[src/rtl/ddfs_note_seq_if.sv]
// Note request handshake between a note source (UART/ROM player) and ddfs_note_seq.
// The source drives the master modport; the sequencer consumes the slave modport.
interface ddfs_note_seq_if #(
  parameter int PW = 30,
  parameter int DW = 16
);
  logic          s_valid;
  logic          s_ready;
  logic [PW-1:0] s_fccw;
  logic [DW-1:0] s_dur;

  modport master (output s_valid, output s_fccw, output s_dur, input  s_ready);
  modport slave  (input  s_valid, input  s_fccw, input  s_dur, output s_ready);
endinterface

[src/rtl/ddfs_note_seq.sv]
// Note sequencer and attack/sustain/release envelope controller feeding ddfs fccw/env.
// Optional abort input enabled by defining DDFS_NOTE_SEQ_ABORT_EN.
module ddfs_note_seq #(
  parameter int            PW      = 30,
  parameter int            EW      = 16,
  parameter int            DW      = 16,
  parameter logic [EW-1:0] ENV_MAX = 16'h4000,
  parameter int            DUR_DIV = 25000
) (
  input  logic                 clk,
  input  logic                 reset,
  input  logic                 en,
  ddfs_note_seq_if.slave       s,
  input  logic [EW-1:0]        atk_step,
  input  logic [EW-1:0]        rel_step,
`ifdef DDFS_NOTE_SEQ_ABORT_EN
  input  logic                 abort,
`endif
  output logic [PW-1:0]        fccw,
  output logic [EW-1:0]        env,
  output logic                 busy,
  output logic                 note_done
);

  localparam int            PSW      = (DUR_DIV > 1) ? $clog2(DUR_DIV) : 1;
  localparam logic [PSW-1:0] PSC_LAST = PSW'(DUR_DIV - 1);

  typedef enum logic [1:0] {
    IDLE    = 2'd0,
    ATTACK  = 2'd1,
    SUSTAIN = 2'd2,
    RELEASE = 2'd3
  } state_t;

  state_t         state_q, state_d;
  logic [PW-1:0]  fccw_q, fccw_d;
  logic [EW-1:0]  env_q, env_d;
  logic [DW-1:0]  dur_q, dur_d;
  logic [PSW-1:0] psc_q, psc_d;
  logic [EW-1:0]  atk_q, atk_d;
  logic [EW-1:0]  rel_q, rel_d;
  logic           done_q, done_d;

  logic [EW:0]    atk_sum;
  logic           psc_wrap;
  logic           expiry;
  logic           abort_hit;

`ifdef DDFS_NOTE_SEQ_ABORT_EN
  assign abort_hit = abort;
`else
  assign abort_hit = 1'b0;
`endif

  // Attack sum is one bit wider so the clamp sees overflow instead of a wrapped value.
  assign atk_sum  = {1'b0, env_q} + {1'b0, atk_q};
  assign psc_wrap = (psc_q == PSC_LAST);
  assign expiry   = psc_wrap && (dur_q == DW'(1));

  always_comb begin
    state_d = state_q;
    fccw_d  = fccw_q;
    env_d   = env_q;
    dur_d   = dur_q;
    psc_d   = psc_q;
    atk_d   = atk_q;
    rel_d   = rel_q;
    done_d  = 1'b0;

    case (state_q)
      IDLE: begin
        if (s.s_valid) begin
          fccw_d  = s.s_fccw;
          dur_d   = s.s_dur;
          atk_d   = atk_step;
          rel_d   = rel_step;
          psc_d   = '0;
          state_d = (s.s_dur == '0) ? RELEASE : ATTACK;
        end
      end

      ATTACK, SUSTAIN: begin
        if (abort_hit) begin
          state_d = RELEASE;
        end else if (en) begin
          psc_d = psc_wrap ? '0 : psc_q + 1'b1;
          if (psc_wrap) begin
            dur_d = dur_q - 1'b1;
          end
          // Expiry wins over both the attack step and the move to SUSTAIN.
          if (expiry) begin
            state_d = RELEASE;
          end else if (state_q == ATTACK) begin
            if ((atk_q == '0) || (atk_sum >= {1'b0, ENV_MAX})) begin
              env_d   = ENV_MAX;
              state_d = SUSTAIN;
            end else begin
              env_d = atk_sum[EW-1:0];
            end
          end
        end
      end

      RELEASE: begin
        if (en) begin
          if ((rel_q == '0) || (env_q <= rel_q)) begin
            env_d   = '0;
            state_d = IDLE;
            done_d  = 1'b1;
          end else begin
            env_d = env_q - rel_q;
          end
        end
      end

      default: state_d = IDLE;
    endcase
  end

  always_ff @(posedge clk or posedge reset) begin
    if (reset) begin
      state_q <= IDLE;
      fccw_q  <= '0;
      env_q   <= '0;
      dur_q   <= '0;
      psc_q   <= '0;
      atk_q   <= '0;
      rel_q   <= '0;
      done_q  <= 1'b0;
    end else begin
      state_q <= state_d;
      fccw_q  <= fccw_d;
      env_q   <= env_d;
      dur_q   <= dur_d;
      psc_q   <= psc_d;
      atk_q   <= atk_d;
      rel_q   <= rel_d;
      done_q  <= done_d;
    end
  end

  assign s.s_ready = (state_q == IDLE);
  assign busy      = (state_q != IDLE);
  assign fccw      = fccw_q;
  assign env       = env_q;
  assign note_done = done_q;

endmodule
[src/flat_wrapper.sv]
// flat-port wrapper written by rule: the top's interface ports become plain ports
module ddfs_note_seq_flat 
#(
  parameter int            PW      = 30,
  parameter int            EW      = 16,
  parameter int            DW      = 16,
  parameter logic [EW-1:0] ENV_MAX = 16'h4000,
  parameter int            DUR_DIV = 25000
)
  (clk, reset, en, atk_step, rel_step, fccw, env, busy, note_done, s_s_valid, s_s_fccw, s_s_dur, s_s_ready);
  ddfs_note_seq_if #(.PW(PW), .DW(DW)) s_i ();
  input  logic clk;
  input  logic reset;
  input  logic en;
  input  logic [EW-1:0] atk_step;
  input  logic [EW-1:0] rel_step;
  output logic [PW-1:0] fccw;
  output logic [EW-1:0] env;
  output logic busy;
  output logic note_done;
  input wire logic [$bits(s_i.s_valid)-1:0] s_s_valid;
  input wire logic [$bits(s_i.s_fccw)-1:0] s_s_fccw;
  input wire logic [$bits(s_i.s_dur)-1:0] s_s_dur;
  output wire logic [$bits(s_i.s_ready)-1:0] s_s_ready;
  assign s_i.s_valid = s_s_valid;
  assign s_i.s_fccw = s_s_fccw;
  assign s_i.s_dur = s_s_dur;
  assign s_s_ready = s_i.s_ready;
  ddfs_note_seq #(.PW(PW), .EW(EW), .DW(DW), .ENV_MAX(ENV_MAX), .DUR_DIV(DUR_DIV)) u_core (.clk(clk), .reset(reset), .en(en), .s(s_i), .atk_step(atk_step), .rel_step(rel_step), .fccw(fccw), .env(env), .busy(busy), .note_done(note_done));
endmodule
[config.mk]
export PLATFORM = sky130hd
export DESIGN_NAME = ddfs_note_seq_flat
export DESIGN_NICKNAME = d
export VERILOG_FILES = /design/src/rtl/ddfs_note_seq_if.sv /design/src/rtl/ddfs_note_seq.sv /design/src/flat_wrapper.sv
export SDC_FILE = /design/constraint.sdc
export NUM_CORES = 1
export LEC_CHECK = 0
export CAP_MARGIN = 20
export CORE_MARGIN = 4
export CORE_UTILIZATION = 57
export DETAILED_ROUTE_END_ITERATION = 7
export PLACE_DENSITY_LB_ADDON = 0.1
export SETUP_SLACK_MARGIN = 0.3
export SKIP_LAST_GASP = 1
export SYNTH_ARGS = -nofsm -noshare
export SYNTH_HDL_FRONTEND = slang
export SYNTH_SLANG_ARGS = --single-unit
export TNS_END_PERCENT = 1
[constraint.sdc]
create_clock -name clk -period 8 [get_ports clk]
set_clock_uncertainty 0.05 [all_clocks]
set_input_delay 1.6 -clock clk [delete_from_list [all_inputs] [get_ports clk]]
set_output_delay 1.6 -clock clk [all_outputs]
set_load 0.02 [all_outputs]
After elaboration in Yosys (flattened, before gate mapping)
Cells that the tools add are included.

Register bits after elaboration: 112. Input port bits: 82. Output and inout bits: 49. Word-level logic and storage cells: 71.

Add/sub/neg operators: 4. Order comparisons: 2. Eq/ne operators: 14. Multiplexer cells: 27. Reductions and logical operators: 16.

Operator list (count): 16-bit two-way mux (9); 16-bit one-hot mux with 2 select lines (2); 16-bit zero test (3); 15-bit two-way mux (3); 15-bit one-hot mux with 2 select lines (1); 16-bit by 16-bit adder with 17-bit output (1); 17-bit by 15-bit >= comparator with 1-bit output (second input constant) (1); 16-bit by 1-bit equality test with 1-bit output (second input constant) (1); 16-bit <= comparator (1); 2-bit two-way mux (8); 16-bit by 1-bit subtractor with 16-bit output (second input constant) (1); 16-bit subtractor (1); 15-bit by 1-bit adder with 15-bit output (second input constant) (1); 15-bit equality test (second input constant) (1); 2-bit != test (second input constant) (4); 2-bit by 1-bit != test with 1-bit output (second input constant) (3); 3-bit by 1-bit != test with 1-bit output (second input constant) (2); 2-bit one-hot mux with 3 select lines (1); 6-bit AND reduction (1); 2-bit nonzero test (3); 5-bit AND reduction (1); 2-bit equality test (second input constant) (2); 4-bit AND reduction (1); 1-bit two-way mux (3); other kinds (7) (8).

Logic depth before layout (Yosys ltp)
Depth after elaboration: 8. Mapped depth: 11.

Least setup slack after synthesis
OpenSTA, ideal clock, no wires.

Kind: reg2reg. Start: register u_core.env_q[0] (netlist: u_core.env[0]). End: register u_core.env_q[6] (netlist: u_core.env[6]). Setup time: 82 ps. Arrival time: 3170 ps. Setup slack: 4698 ps. Cell stages (with the launch flop): 11. Buffers on the path: 1. Period minus slack after synthesis: 3302 ps. Path through: dfrtp_1 -> ha_1 -> fa_1 -> a211oi_1 -> o21bai_1 -> a41o_1 -> a2111oi_0 -> o2111a_1 -> clkbuf_1 -> o211ai_1 -> a31oi_1.

Longest elaborated chain between the ends: 8. Elaborated cells on any way between the ends: 13. Classes of those cells: 2 x add/sub; 2 x order compare; 7 x mux; 2 x reduce/logical.

RTL lines: start, declared (line ddfs_note_seq.sv:37) `logic [EW-1:0] env_q, env_d;`; start signal, assigned (line ddfs_note_seq.sv:133) `env_q <= env_d;`; 16-bit by 16-bit adder with 17-bit output (line ddfs_note_seq.sv:56) `assign atk_sum = {1'b0, env_q} + {1'b0, atk_q};`; 17-bit by 15-bit >= comparator with 1-bit output (line ddfs_note_seq.sv:94) `if ((atk_q == '0) || (atk_sum >= {1'b0, ENV_MAX})) begin`; 1-bit logical OR (line ddfs_note_seq.sv:94); 16-bit two-way mux (line ddfs_note_seq.sv:94); 16-bit two-way mux (line ddfs_note_seq.sv:93) `end else if (state_q == ATTACK) begin`; 16-bit two-way mux (line ddfs_note_seq.sv:91) `if (expiry) begin`; 16-bit two-way mux (line ddfs_note_seq.sv:85) `end else if (en) begin`; 16-bit one-hot mux with 2 select lines * (line ddfs_note_seq.sv:70) `case (state_q)`.

Mark *: on every way between the ends. The rest lies on a longest branch, timed or not. The select of a mux whose other input is x is not followed. A chain may end at the register's enable or synchronous reset.

Worst setup path in the final report
Start: register u_core.atk_q[0]. End: register u_core.env_q[7] (netlist: u_core.env[7]).

Longest elaborated chain between the ends: 8. Elaborated cells on any way between the ends: 9. Classes of those cells: 1 x add/sub; 1 x order compare; 5 x mux; 2 x reduce/logical.

RTL lines: start, declared (line ddfs_note_seq.sv:40) `logic [EW-1:0] atk_q, atk_d;`; start signal, assigned (line ddfs_note_seq.sv:136) `atk_q <= atk_d;`; 16-bit by 16-bit adder with 17-bit output (line ddfs_note_seq.sv:56); 17-bit by 15-bit >= comparator with 1-bit output (line ddfs_note_seq.sv:94); 1-bit logical OR (line ddfs_note_seq.sv:94); 16-bit two-way mux * (line ddfs_note_seq.sv:94); 16-bit two-way mux * (line ddfs_note_seq.sv:93); 16-bit two-way mux * (line ddfs_note_seq.sv:91); 16-bit two-way mux * (line ddfs_note_seq.sv:85); 16-bit one-hot mux with 2 select lines * (line ddfs_note_seq.sv:70).

Marks and branches as above.

==> run summary <==
Syn Inst Count: 694
setup tns final: 0 ns
Slew HR: 23.3%
Hold Crit Start: u_core.fccw[4]
worst vdd ir: 0.000250 V
wire per inst: 17.4 um
standard-cell row count: 39
initial antenna violation count: 0
Seq/Total Area, Yosys: 41.6%
Crit path arrival time: 4.13 ns
post-synth top area share: 41.6%
Critical Path RT: 8.19 ns
final setup violation count: 0
P_leak: 0.00358 uW
Post-Syn Nets: 816
drt first pass iters: 5
Starting DRT DRC Count: 550
critical path class: flop to flop
worst r2r dst: u_core.env[7]
slack of the worst reg-to-reg path: 4.06 ns
Ys Warns: 0
post-synthesis to final-layout area growth: 26.1%
Critical R2R Launch: u_core.atk_q[0]
Worst-Skew Late Latency: 0.36 ns
top_reg_cell synth: dfrtp_1
largest net degree at the start of global routing: 69
FF/Latch Area: 2800 um2
first-pass GRT wire length: 28000 um
Reg2Reg Depth: 9
Tmin final: 3.94 ns
pwr/cell area: 475 nW/um2
Vias/cell: 6.05
grt ovf: 0
GRT Total Usage: 25.5%
hold_buf cts: 0
Via Count: 5830
Max Fclk: 0.254 GHz
register bit count reported by yosys: 112
vias in the first global route: 5888
ys async rst share: 100%
Die X: 117 um
clock buffer depth: 2
CP endpoint kind: flop
top-count cell post-synth: dfrtp_1
Cells on Worst Hold Path: 1
postcts setup bufs: 0
Synth area leader: dfrtp_1
core area: 11500 um2
Worst Setup Start Kind: flop
unrepaired setup endpoints after global routing: false
post-route ant nets: 0
max-cap check violation count: 0
# IOs: 131
Clock Sinks: 112
GP Congestion: 0.875
root buffer cell: clkbuf_16
IO buf count: 130
H-tree Lvls: 3
CP max FO: 14
die area: 13600 um2
worst slew pin tran: 1.12 ns
post-cts repair resize count: 0
multi-input combinational cell area: 3730 um2
CTS buffer count: 9
CTS tree: built
worst hold slack: 0.457 ns
HPWL after detailed placement: 12800 um
outcome: completed
max-slew violations: 0
Hold Path Class: flop to flop
DRC: 0
placed cell area: 8190 um2
die height: 117 um
Syn Area/Cell: 9.72 um2
final hold vios: 0
synth top area cells: dfrtp_1 (42%), mux2_2 (11%), ha_1 (7.0%), a21oi_1 (5.3%), o21ai_0 (2.9%)
Final Cell Area: 8510 um2
hold path endpoint: u_core.fccw[4]
nets@finish: 938
Cell Area, Synth: 6750 um2
layout cells sized above 1: 11.9%
share of the clock period used by the worst path: 49.3%
fillcell total: 855
Initial Util: 58.6%
diode count: 0
synth cell count leaders: dfrtp_1 (112), a21oi_1 (71), mux2_2 (63)
unique cell type count in the Yosys netlist: 58
Reg clk slew, reported paths: 0.07 ns
Post-synth EDFFs: 0
DRT Wirelength: 16800 um
cells in the final DEF (no fill, tap or decap), types with 4 or more instances in the layout:
master and count:
clkbuf_16 9, nor3_1 14, buf_4 4, or2_2 6
o21a_1 7, nand3b_1 4, mux2_2 63, o211ai_1 12
a31oi_1 7, a21oi_1 71, a21o_1 8, or3_1 9
nand2_1 44, xor2_1 17, o31ai_1 7, nand3_1 14
dfrtp_1 112, clkdlybuf4s50_1 130, o22ai_1 5, o21bai_1 4
nand2b_1 11, inv_1 32, and3_1 8, nand4_1 11
o21ai_0 39, xnor2_1 10, or4_1 6, a211oi_1 6
ha_1 38, nor4_1 16, nor2_1 41
critical path, cell delays in order, from the launching register on:
cell	delay (ns)
dfrtp_1	0.42
ha_1	0.23
fa_1	0.43
a211oi_1	0.26
o21bai_1	0.15
a41o_1	0.28
a2111oi_0	0.87
o2111a_1	0.59
o21ai_1	0.21
o311ai_0	0.34
how the worst max path moves through the flow:
stage               slack (ns)             from  depth (start not counted)                to
CTS                       4.08    u_core.env[0]                          9     u_core.env[7]
finish                    4.06  u_core.atk_q[0]                          9     u_core.env[7]
global route              3.78    u_core.env[0]                          9    u_core.env[12]
detailed placement        3.73        s_s_valid                          7  u_core.dur_q[10]
global placement          3.55        s_s_valid                          6   u_core.dur_q[4]
floorplan                 3.39            reset                          1   u_core.atk_q[0]
cells by family after synthesis:
logic type / synth area share, %
AOI/OAI and AO/OA: 17.0
muxes: 11.0
adders and majority gates: 7.64
xor gates and xnor gates: 3.51
buffers and inverters: 3.25
and+or+nand+nor: 16.1
DFF: 41.6
sequential cells by signal, summed over array words and instances, names as in the netlist:
signal	flops
u_core.rel_q	16
u_core.fccw	30
u_core.state_q	2
u_core.atk_q	16
u_core.note_done	1
u_core.env	16
u_core.psc_q	15
u_core.dur_q	16
metal layers:
metal,track usage [%],up-vias,routed length (um)
met5,0,-,0
met4,4.97,0,170
met3,9.00,17,1490
met2,40.8,224,7840
met1,34.1,2781,7320
li1,-,2808,-
power by group:
part	internal [uW]	leakage (uW)	switching (uW)	total [uW]
logic	1130	0.00208	1390	2520
registers	827	0.00135	245	1070
clock network	251	0.000145	202	453
final cells by class:
| cell class | count | share of cell area (%) |
|---|---|---|
| Multi-Input combinational cell | 524 | 43.9 |
| Timing Repair Buffer | 136 | 16.1 |
| Inverter | 33 | 1.49 |
| Tap cell | 143 | 2.10 |
| Clock buffer | 11 | 2.85 |
| Clock inverter | 5 | 0.662 |
| Sequential cell | 112 | 33.0 |
through the flow:
step | worst slack [ns] | total power, uW | cells | utilization (%)
after floorplan | 3.39 | 2810 | 694 | -
after global placement | 3.55 | 3430 | 945 | 70.9
after detailed placement | 3.73 | 3560 | 946 | 71.1
after CTS | 4.08 | 4030 | 962 | 73.7
after global routing | 3.78 | 4380 | 964 | 73.9
final | 4.06 | 4040 | 964 | 73.9
No activity file was read; power rests on OpenSTA's default activity.
